===== src/rtl/dispatcher_pkg.sv =====
// Shared definitions for the dispatch stage: widths, sentinel values, the
// internal opcode map and the decode helpers that classify an opcode.
package dispatcher_pkg;

  localparam int DATA_LEN   = 32;
  localparam int ADDR_LEN   = 32;
  localparam int ROB_LEN    = 4;
  localparam int OPENUM_LEN = 6;
  localparam int TAG_LEN    = ROB_LEN + 1;

  // Tag 0 is never handed out by the ROB, so it doubles as "no dependency".
  localparam logic [TAG_LEN-1:0]  ZERO_ROB  = '0;
  localparam logic [DATA_LEN-1:0] ZERO_WORD = '0;

  // Loads and stores are kept contiguous so the LSB target is a range test.
  typedef enum logic [OPENUM_LEN-1:0] {
    OP_NOP   = 6'd0,
    OP_LUI   = 6'd1,  OP_AUIPC = 6'd2,  OP_JAL   = 6'd3,  OP_JALR  = 6'd4,
    OP_BEQ   = 6'd5,  OP_BNE   = 6'd6,  OP_BLT   = 6'd7,  OP_BGE   = 6'd8,
    OP_BLTU  = 6'd9,  OP_BGEU  = 6'd10,
    OP_LB    = 6'd11, OP_LH    = 6'd12, OP_LW    = 6'd13, OP_LBU   = 6'd14,
    OP_LHU   = 6'd15,
    OP_SB    = 6'd16, OP_SH    = 6'd17, OP_SW    = 6'd18,
    OP_ADDI  = 6'd19, OP_SLTI  = 6'd20, OP_SLTIU = 6'd21, OP_XORI  = 6'd22,
    OP_ORI   = 6'd23, OP_ANDI  = 6'd24, OP_SLLI  = 6'd25, OP_SRLI  = 6'd26,
    OP_SRAI  = 6'd27,
    OP_ADD   = 6'd28, OP_SUB   = 6'd29, OP_SLL   = 6'd30, OP_SLT   = 6'd31,
    OP_SLTU  = 6'd32, OP_XOR   = 6'd33, OP_SRL   = 6'd34, OP_SRA   = 6'd35,
    OP_OR    = 6'd36, OP_AND   = 6'd37
  } openum_e;

  localparam logic [OPENUM_LEN-1:0] OPENUM_NOP = OP_NOP;

  function automatic logic is_branch(input logic [OPENUM_LEN-1:0] op);
    return (op >= OP_BEQ) && (op <= OP_BGEU);
  endfunction

  function automatic logic is_store(input logic [OPENUM_LEN-1:0] op);
    return (op >= OP_SB) && (op <= OP_SW);
  endfunction

  // Memory operations go to the load/store buffer, everything else to the RS.
  function automatic logic is_ls(input logic [OPENUM_LEN-1:0] op);
    return (op >= OP_LB) && (op <= OP_SW);
  endfunction

  function automatic logic writes_rd(input logic [OPENUM_LEN-1:0] op);
    return (op != OPENUM_NOP) && !is_branch(op) && !is_store(op);
  endfunction

  function automatic logic uses_rs1(input logic [OPENUM_LEN-1:0] op);
    return (op != OPENUM_NOP) && (op != OP_LUI) && (op != OP_AUIPC) && (op != OP_JAL);
  endfunction

  // Only branches, stores and register-register ALU ops read rs2.
  function automatic logic uses_rs2(input logic [OPENUM_LEN-1:0] op);
    return is_branch(op) || is_store(op) || ((op >= OP_ADD) && (op <= OP_AND));
  endfunction

endpackage


===== src/rtl/dsp_operand_fwd.sv =====
// Resolves one source operand: register file value, then ROB result, then
// the two CDB broadcasts (RS CDB first), else the operand keeps waiting on its tag.
module dsp_operand_fwd
  import dispatcher_pkg::*;
(
  input  logic                use_i,
  input  logic [TAG_LEN-1:0]  reg_q_i,
  input  logic [DATA_LEN-1:0] reg_v_i,
  input  logic                rob_ready_i,
  input  logic [DATA_LEN-1:0] rob_v_i,
  input  logic                rs_cdb_valid_i,
  input  logic [TAG_LEN-1:0]  rs_cdb_id_i,
  input  logic [DATA_LEN-1:0] rs_cdb_res_i,
  input  logic                ls_cdb_valid_i,
  input  logic [TAG_LEN-1:0]  ls_cdb_id_i,
  input  logic [DATA_LEN-1:0] ls_cdb_res_i,
  output logic [DATA_LEN-1:0] v_o,
  output logic [TAG_LEN-1:0]  q_o
);

  // Priority chain; an unused source resolves to a ready zero operand.
  always_comb begin
    v_o = ZERO_WORD;
    q_o = ZERO_ROB;
    if (use_i) begin
      if (reg_q_i == ZERO_ROB) begin
        v_o = reg_v_i;
      end else if (rob_ready_i) begin
        v_o = rob_v_i;
      end else if (rs_cdb_valid_i && (rs_cdb_id_i == reg_q_i)) begin
        v_o = rs_cdb_res_i;
      end else if (ls_cdb_valid_i && (ls_cdb_id_i == reg_q_i)) begin
        v_o = ls_cdb_res_i;
      end else begin
        q_o = reg_q_i;
      end
    end
  end

endmodule


===== src/rtl/dispatcher.sv =====
// Single-entry dispatch stage: holds one decoded instruction, resolves its
// operands, allocates a ROB entry and hands it to the RS or the LSB.
module dispatcher
  import dispatcher_pkg::*;
(
  input  logic                  clk,
  input  logic                  rst,
  input  logic                  ena_from_if,
  input  logic [OPENUM_LEN-1:0] openum_from_if,
  input  logic [4:0]            rd_from_if,
  input  logic [4:0]            rs1_from_if,
  input  logic [4:0]            rs2_from_if,
  input  logic [DATA_LEN-1:0]   imm_from_if,
  input  logic [ADDR_LEN-1:0]   pc_from_if,
  output logic [4:0]            rs1_to_reg,
  output logic [4:0]            rs2_to_reg,
  input  logic [DATA_LEN-1:0]   V1_from_reg,
  input  logic [DATA_LEN-1:0]   V2_from_reg,
  input  logic [TAG_LEN-1:0]    Q1_from_reg,
  input  logic [TAG_LEN-1:0]    Q2_from_reg,
  output logic [TAG_LEN-1:0]    Q1_to_rob,
  output logic [TAG_LEN-1:0]    Q2_to_rob,
  input  logic                  Q1_ready_from_rob,
  input  logic                  Q2_ready_from_rob,
  input  logic [DATA_LEN-1:0]   V1_result_from_rob,
  input  logic [DATA_LEN-1:0]   V2_result_from_rob,
  input  logic [TAG_LEN-1:0]    rob_id_from_rob,
  input  logic                  rob_full_from_rob,
  input  logic                  rs_full_from_rs,
  input  logic                  lsb_full_from_lsb,
  input  logic                  valid_from_rs_cdb,
  input  logic [TAG_LEN-1:0]    rob_id_from_rs_cdb,
  input  logic [DATA_LEN-1:0]   result_from_rs_cdb,
  input  logic                  valid_from_ls_cdb,
  input  logic [TAG_LEN-1:0]    rob_id_from_ls_cdb,
  input  logic [DATA_LEN-1:0]   result_from_ls_cdb,
  input  logic                  commit_jump_flag_from_rob,
  output logic                  ena_to_rs,
  output logic                  ena_to_lsb,
  output logic                  ena_to_rob,
  output logic                  ena_to_reg,
  output logic [OPENUM_LEN-1:0] openum_to_ex_units,
  output logic [DATA_LEN-1:0]   V1_out,
  output logic [DATA_LEN-1:0]   V2_out,
  output logic [DATA_LEN-1:0]   imm_out,
  output logic [TAG_LEN-1:0]    Q1_out,
  output logic [TAG_LEN-1:0]    Q2_out,
  output logic [TAG_LEN-1:0]    rob_id_out,
  output logic [ADDR_LEN-1:0]   pc_out,
  output logic [4:0]            rd_to_reg,
  output logic                  stall_to_if
);

  logic                  valid_q, valid_d;
  logic [OPENUM_LEN-1:0] openum_q, openum_d;
  logic [4:0]            rd_q, rd_d, rs1_q, rs1_d, rs2_q, rs2_d;
  logic [DATA_LEN-1:0]   imm_q, imm_d;
  logic [ADDR_LEN-1:0]   pc_q, pc_d;

  logic flush, to_lsb, blocked, issue, accept;

  assign flush       = commit_jump_flag_from_rob;
  assign to_lsb      = is_ls(openum_q);
  assign blocked     = rob_full_from_rob | (to_lsb ? lsb_full_from_lsb : rs_full_from_rs);
  assign stall_to_if = valid_q & blocked;
  assign issue       = valid_q & ~blocked & ~flush;
  // A draining stage accepts in the same cycle, giving one issue per cycle.
  assign accept      = ena_from_if & ~stall_to_if & ~flush;

  // Stage next-state: flush clears, accept loads, a lone issue empties.
  always_comb begin
    valid_d  = valid_q;
    openum_d = openum_q;
    rd_d     = rd_q;
    rs1_d    = rs1_q;
    rs2_d    = rs2_q;
    imm_d    = imm_q;
    pc_d     = pc_q;
    if (flush) begin
      valid_d  = 1'b0;
      openum_d = OPENUM_NOP;
      rd_d     = '0;
      rs1_d    = '0;
      rs2_d    = '0;
      imm_d    = ZERO_WORD;
      pc_d     = '0;
    end else if (accept) begin
      valid_d  = 1'b1;
      openum_d = openum_from_if;
      rd_d     = rd_from_if;
      rs1_d    = rs1_from_if;
      rs2_d    = rs2_from_if;
      imm_d    = imm_from_if;
      pc_d     = pc_from_if;
    end else if (issue) begin
      valid_d  = 1'b0;
    end
  end

  // Stage register with synchronous reset to an empty NOP.
  always_ff @(posedge clk) begin
    if (rst) begin
      valid_q  <= 1'b0;
      openum_q <= OPENUM_NOP;
      rd_q     <= '0;
      rs1_q    <= '0;
      rs2_q    <= '0;
      imm_q    <= ZERO_WORD;
      pc_q     <= '0;
    end else begin
      valid_q  <= valid_d;
      openum_q <= openum_d;
      rd_q     <= rd_d;
      rs1_q    <= rs1_d;
      rs2_q    <= rs2_d;
      imm_q    <= imm_d;
      pc_q     <= pc_d;
    end
  end

  assign rs1_to_reg = rs1_q;
  assign rs2_to_reg = rs2_q;
  assign Q1_to_rob  = Q1_from_reg;
  assign Q2_to_rob  = Q2_from_reg;

  dsp_operand_fwd u_fwd1 (
    .use_i          (valid_q & uses_rs1(openum_q)),
    .reg_q_i        (Q1_from_reg),
    .reg_v_i        (V1_from_reg),
    .rob_ready_i    (Q1_ready_from_rob),
    .rob_v_i        (V1_result_from_rob),
    .rs_cdb_valid_i (valid_from_rs_cdb),
    .rs_cdb_id_i    (rob_id_from_rs_cdb),
    .rs_cdb_res_i   (result_from_rs_cdb),
    .ls_cdb_valid_i (valid_from_ls_cdb),
    .ls_cdb_id_i    (rob_id_from_ls_cdb),
    .ls_cdb_res_i   (result_from_ls_cdb),
    .v_o            (V1_out),
    .q_o            (Q1_out)
  );

  dsp_operand_fwd u_fwd2 (
    .use_i          (valid_q & uses_rs2(openum_q)),
    .reg_q_i        (Q2_from_reg),
    .reg_v_i        (V2_from_reg),
    .rob_ready_i    (Q2_ready_from_rob),
    .rob_v_i        (V2_result_from_rob),
    .rs_cdb_valid_i (valid_from_rs_cdb),
    .rs_cdb_id_i    (rob_id_from_rs_cdb),
    .rs_cdb_res_i   (result_from_rs_cdb),
    .ls_cdb_valid_i (valid_from_ls_cdb),
    .ls_cdb_id_i    (rob_id_from_ls_cdb),
    .ls_cdb_res_i   (result_from_ls_cdb),
    .v_o            (V2_out),
    .q_o            (Q2_out)
  );

  assign ena_to_rob         = issue;
  assign ena_to_rs          = issue & ~to_lsb;
  assign ena_to_lsb         = issue & to_lsb;
  assign ena_to_reg         = issue & writes_rd(openum_q) & (rd_q != 5'd0);
  assign rob_id_out         = valid_q ? rob_id_from_rob : ZERO_ROB;
  assign openum_to_ex_units = openum_q;
  assign imm_out            = imm_q;
  assign pc_out             = pc_q;
  assign rd_to_reg          = rd_q;

endmodule

===== config.mk =====
export PLATFORM = sky130hd
export DESIGN_NAME = dispatcher
export DESIGN_NICKNAME = d
export VERILOG_FILES = /design/src/rtl/dispatcher_pkg.sv /design/src/rtl/dsp_operand_fwd.sv /design/src/rtl/dispatcher.sv
export SDC_FILE = /design/constraint.sdc
export NUM_CORES = 1
export LEC_CHECK = 0
export BUFFER_PORTS_ARGS = -buffer_cell sky130_fd_sc_hd__clkbuf_2
export CORE_AREA = 4 4 191 193
export DETAILED_ROUTE_END_ITERATION = 12
export DIE_AREA = 0 0 195 197
export PLACE_DENSITY = 0.48
export SLEW_MARGIN = 20
export SYNTH_ARGS = -nofsm -noshare
export SYNTH_HDL_FRONTEND = slang
export SYNTH_SLANG_ARGS = --single-unit

===== constraint.sdc =====
create_clock -name clk -period 1.7 [get_ports clk]
set_input_delay 0.17 -clock clk [delete_from_list [all_inputs] [get_ports clk]]
set_output_delay 0.17 -clock clk [all_outputs]
set_load 0.05 [all_outputs]

# Yosys cells after proc, flatten, opt, wreduce, memory -nomap -nowiden
# Index checks and enable logic that the tools add are counted.
# op_classes
n_reduce_logical,23
n_mux,24
n_eq_ne,7
n_bitwise,16
magnitude_cmp,7
# ops
op,count
32-bit 2-to-1 mux,10
5-bit 2-to-1 mux,11
5-bit equality test,4
1-bit logical AND,13
6-bit by 5-bit >= comparator with 1-bit output (second input constant),2
6-bit by 2-bit != test with 1-bit output (second input constant),2
1-bit bitwise AND,11
5-bit zero test,2
6-bit by 3-bit >= comparator with 1-bit output (second input constant),1
6-bit by 4-bit >= comparator with 1-bit output (second input constant),1
6-bit by 4-bit <= comparator with 1-bit output (second input constant),1
6-bit by 5-bit <= comparator with 1-bit output (second input constant),1
6-bit <= comparator (second input constant),1
6-bit by 1-bit != test with 1-bit output (second input constant),1
6-bit nonzero test,1
5-bit nonzero test,1
1-bit NOT,4
1-bit 2-to-1 mux,3
1-bit zero test,2
1-bit logical OR,2
2-bit nonzero test,1
2-bit OR reduction,1
1-bit OR,1
# totals
input_bits,313
out_inout_bits,179
word_cells,84
reg_bits,86

# Longest topological paths before layout
# depth
ltp_word,9
ltp_mapped,9
mapped_depth_nobuf,5

# Modules after synthesis
# A second synthesis with hierarchy kept.
# unflattened
cells_unflattened,1092
area_unflattened_um2,7708.6
# by_module_without_submodules
mod,n_inst,area_each_um2,cells_per_inst
dsp_operand_fwd,2,1936.9,332
dispatcher,1,3834.9,428

# Worst setup path after synthesis
# No wires, ideal clock.
# synth_path
kind,reg2out
from,register openum_q[2] (netlist: openum_to_ex_units[2])
to,output port ena_to_reg
path_stages_with_launch,7
path_buffers,1
t_arrival_ns,3.873
setup_slack_ns,-2.343
path_cell_list,dfxtp_1 > buf_2 > a21oi_4 > a31oi_1 > and2_1 > nand4b_1 > a2111oi_0
# synth_between
elab_chain_len,9
word_cells_on_any_way,20
cone_classes,order compare (5); mux (1); bitwise (6); reduce/logical (8)
# synth_rtl
element,line,source
"start, declared",dispatcher.sv:55,"logic [OPENUM_LEN-1:0] openum_q, openum_d;"
"start signal, assigned",dispatcher.sv:112,openum_q <= openum_d;
6-bit by 4-bit >= comparator with 1-bit output or 6-bit by 5-bit <= comparator with 1-bit output (tied branches),"dispatcher_pkg.sv:44, dispatcher_pkg.sv:39",
1-bit logical AND,dispatcher_pkg.sv:44,return (op >= OP_LB) && (op <= OP_SW);
1-bit 2-to-1 mux,dispatcher.sv:64,assign blocked = rob_full_from_rob | (to_lsb ? lsb_full_from_lsb : rs_full_from_rs);
1-bit OR,dispatcher.sv:64,
1-bit NOT,dispatcher.sv:66,assign issue = valid_q & ~blocked & ~flush;
1-bit bitwise AND (2 in a row),dispatcher.sv:66,
1-bit bitwise AND (*) (2 in a row),dispatcher.sv:161,assign ena_to_reg = issue & writes_rd(openum_q) & (rd_q != 5'd0);
"end, declared",dispatcher.sv:41,"output logic ena_to_reg,"
# Mark *: on every way between the ends. The rest lies on a longest branch, timed or not.

# Worst setup path in the final report
# layout_path
from,register openum_q[3] (netlist: openum_to_ex_units[3])
to,output port ena_to_reg
# The elaborated chain is that of the path after synthesis.

==> impl_metrics.py <==
metrics = {
    "outcome": {
        "status": "finished with violations",
        "failed_checks": "negative setup slack",
    },
    "cts": {
        "cts_tree": "built",
        "cts_sinks": 86,
        "root_buffer": "clkbuf_16",
        "clkLatencyLatePin_ps": 350,
        "cts_buffers": 9,
        "cts_max_path_buffers": 2,
        "path_clk_slew_ps": 60,
        "htree_levels": 3,
    },
    "worst_hold_path": {
        "whs_path_depth": 3,
        "worst_hold_path_type": "input port to flip-flop",
    },
    "yosys": {
        "synth_nets": 1188,
        "syn_area_um2": 6610,
        "synth_top_area_frac": 0.260,
        "ys.warnings.count": 0,
        "ys_types": 44,
        "synth_top_area_cell": "dfxtp_1",
        "synth_area_leaders": "dfxtp_1, mux2i_1, nand2_1",
        "synthCells": 875,
        "ys_ff_latch": 86,
        "avgSynthCellArea_um2": 7.55,
        "seq_area_frac_synth": 0.260,
    },
    "worst_setup_path": {
        "max_stage_delay_ps": 400,
        "crit_required_ps": 1530,
        "cp-start-kind": "flip-flop",
        "arrival_ps": 2220,
        "cp_common_cell": "buf_6",
        "worstSetupEndpointType": "primary output",
        "slowest_stage": "dfxtp_4",
        "crit_type": "flip-flop to primary output",
        "rr_worst_depth": 11,
        "crit_chain": "buf_6, a31o_4, a31oi_4, and2_4, nand4b_1, buf_6, a2111oi_4, buf_12",
        "critPathMaxFanout": 7,
    },
    "global_routing": {
        "grt_pass1_wl_um": 54800,
        "grt_overflow": 0,
        "grt.total_usage": 0.181,
        "antenna_found_initial": 3,
        "grt_pass1_vias": 9131,
        "grt_max_degree": 89,
    },
    "sta": {
        "holdWs_ps": 37.4,
        "setup_viol": 164,
        "period_share": 1.41,
        "clock.fmax_mhz": 418,
        "clock_skew_ps": 10.7,
        "slew_headroom": 0.586,
        "drv_slew": 0,
        "grt_setup_unrepaired": "true",
        "fin_crit_ps": 2390,
        "finalHoldViolations": 0,
        "worstMarginPinSlew_ps": 615,
        "fin_ws_ps": -692,
    },
    "flow_run": {
        "cap_violations": 0,
    },
    "detailed_routing": {
        "wl_per_cell_um": 19.7,
        "first_iter_violations": 268,
        "ant_nets": 0,
        "first_pass_iters": 5,
        "drc": 0,
        "via_per_inst": 4.62,
        "wl_um": 38000,
        "via_count": 8928,
    },
    "finish": {
        "fillers": 3345,
        "layout_commonest_cell": "clkbuf_2",
        "drive_above_1_share": 0.597,
        "final_nets": 1781,
        "final_cell_mix": "clkbuf_2, nand2_1, mux2i_1",
        "area_growth_pct": 134,
    },
    "power_and_ir_drop": {
        "report.power.total_mw": 6.58,
        "p_leak_nw": 6.12,
        "comb_power_share": 0.353,
        "pwr-share-seq": 0.317,
        "pwr_density_cell_nw_per_um2": 426,
        "intPower_mw": 4.40,
        "power_switching_mw": 2.17,
        "sw_frac_of_total": 0.331,
        "vdd_drop_max_v": 0.000768,
        "p_clk_frac": 0.329,
    },
    "floorplan": {
        "fp.coreArea_um2": 34500,
        "ios": 492,
        "die_x_um": 195,
        "die_h_um": 197,
        "start_util": 0.191,
        "rows": 68,
        "dieArea_um2": 38400,
    },
    "place": {
        "hpwl_um": 28600,
        "place_congestion": 0.880,
        "portBuffers": 491,
        "dp_slack_ps": -633,
    },
}
## cells by family (layout without fill, tap and decap cells)
| family | after synthesis | count (layout) | share of synthesized area |
|---|---|---|---|
| flops | 86 | 86 | 0.260 |
| buf+inv | 111 | 708 | 0.0895 |
| mux | 118 | 118 | 0.179 |
| other cells | 0 | 3 | 0 |
| simple gates | 356 | 356 | 0.243 |
| xor+xnor | 18 | 18 | 0.0238 |
| compound gates | 186 | 187 | 0.205 |
## area by class of cell
type                       count  area, um^2  area share
antenna                        3        7.51    0.000486
clock buffer                  13         282      0.0182
clock inverter                 3        45.0     0.00292
inverter                      10        40.0     0.00259
multi-input combinational    679        6600       0.427
sequential                    86        1750       0.113
tap                          455         569      0.0369
timing repair buffer         682        6150       0.398
## layer usage
layer / track usage / up-vias / part of all wire
li1: - / 4370 / -
met1: 0.206 / 4157 / 0.38
met2: 0.332 / 361 / 0.53
met3: 0.0472 / 40 / 0.074
met4: 0.0535 / 0 / 0.021
met5: 0 / - / 0
## synthesized netlist by cell type (all sizes together)
cell / n
a2111oi: 1
a21boi: 3
a21o: 1
a21oi: 39
a221oi: 32
a311o: 2
a311oi: 31
a31o: 1
a31oi: 2
a41oi: 1
and2: 13
and3: 2
buf: 39
clkbuf: 62
dfxtp: 86
inv: 10
mux2i: 118
nand2: 243
nand2b: 5
nand3: 35
nand3b: 31
nand4b: 1
nor2: 8
nor3: 8
nor3b: 1
nor4: 5
nor4bb: 3
o2111a: 1
o2111ai: 33
o211ai: 1
o21a: 1
o21ai: 35
o221ai: 1
o22ai: 1
or4: 1
xnor2: 5
xor2: 13
## critical path, delay by kind of cell (launching register included)
kind | cells | cell delay [ps]
flops | 1 | 400
buf+inv | 3 | 500
simple gates | 2 | 290
compound gates | 3 | 680
## per-stage QoR
step	util	cell area (um^2)	setup TNS, ps	cells
4_1_cts	0.423	14600	-75770	1884
5_1_grt	0.447	15400	-92680	1931
3_5_place_dp	0.383	13200	-71300	1839
3_3_place_gp	0.383	13200	-75260	1839
2_1_floorplan	-	8600	-39850	875
6_report	0.447	15400	-78040	1931
## path summary, 6_finish.rpt
| kind | slack (ps) | end | from |
|---|---|---|---|
| setup / recovery | -690 | ena_to_reg | openum_to_ex_units[3] |
| hold / removal | 40 | openum_to_ex_units[1] | openum_from_if[1] |
| setup reg to reg | -530 | pc_out[8] | openum_to_ex_units[3] |
| hold reg to reg | 450 | imm_out[18] | imm_out[18] |
## power groups by stage
| stage | Clock [mW] | Sequential [mW] | Combinational, mW |
|---|---|---|---|
| after floorplan | 0 | 2.28 | 0.989 |
| after global placement | 0 | 2.13 | 1.98 |
| after detailed placement | 0 | 2.13 | 2.00 |
| after CTS | 2.24 | 2.08 | 2.19 |
| after global routing | 2.32 | 2.09 | 2.48 |
| final | 2.17 | 2.08 | 2.32 |
## repair_timing
item,in CTS,in global routing
hold buffers,0,0
setup endpoints to repair,169,170
setup buffers,17,45
resized for setup,105,102
gates cloned,12,7
pin swaps,14,57
No activity file was read; power rests on OpenSTA's default activity.
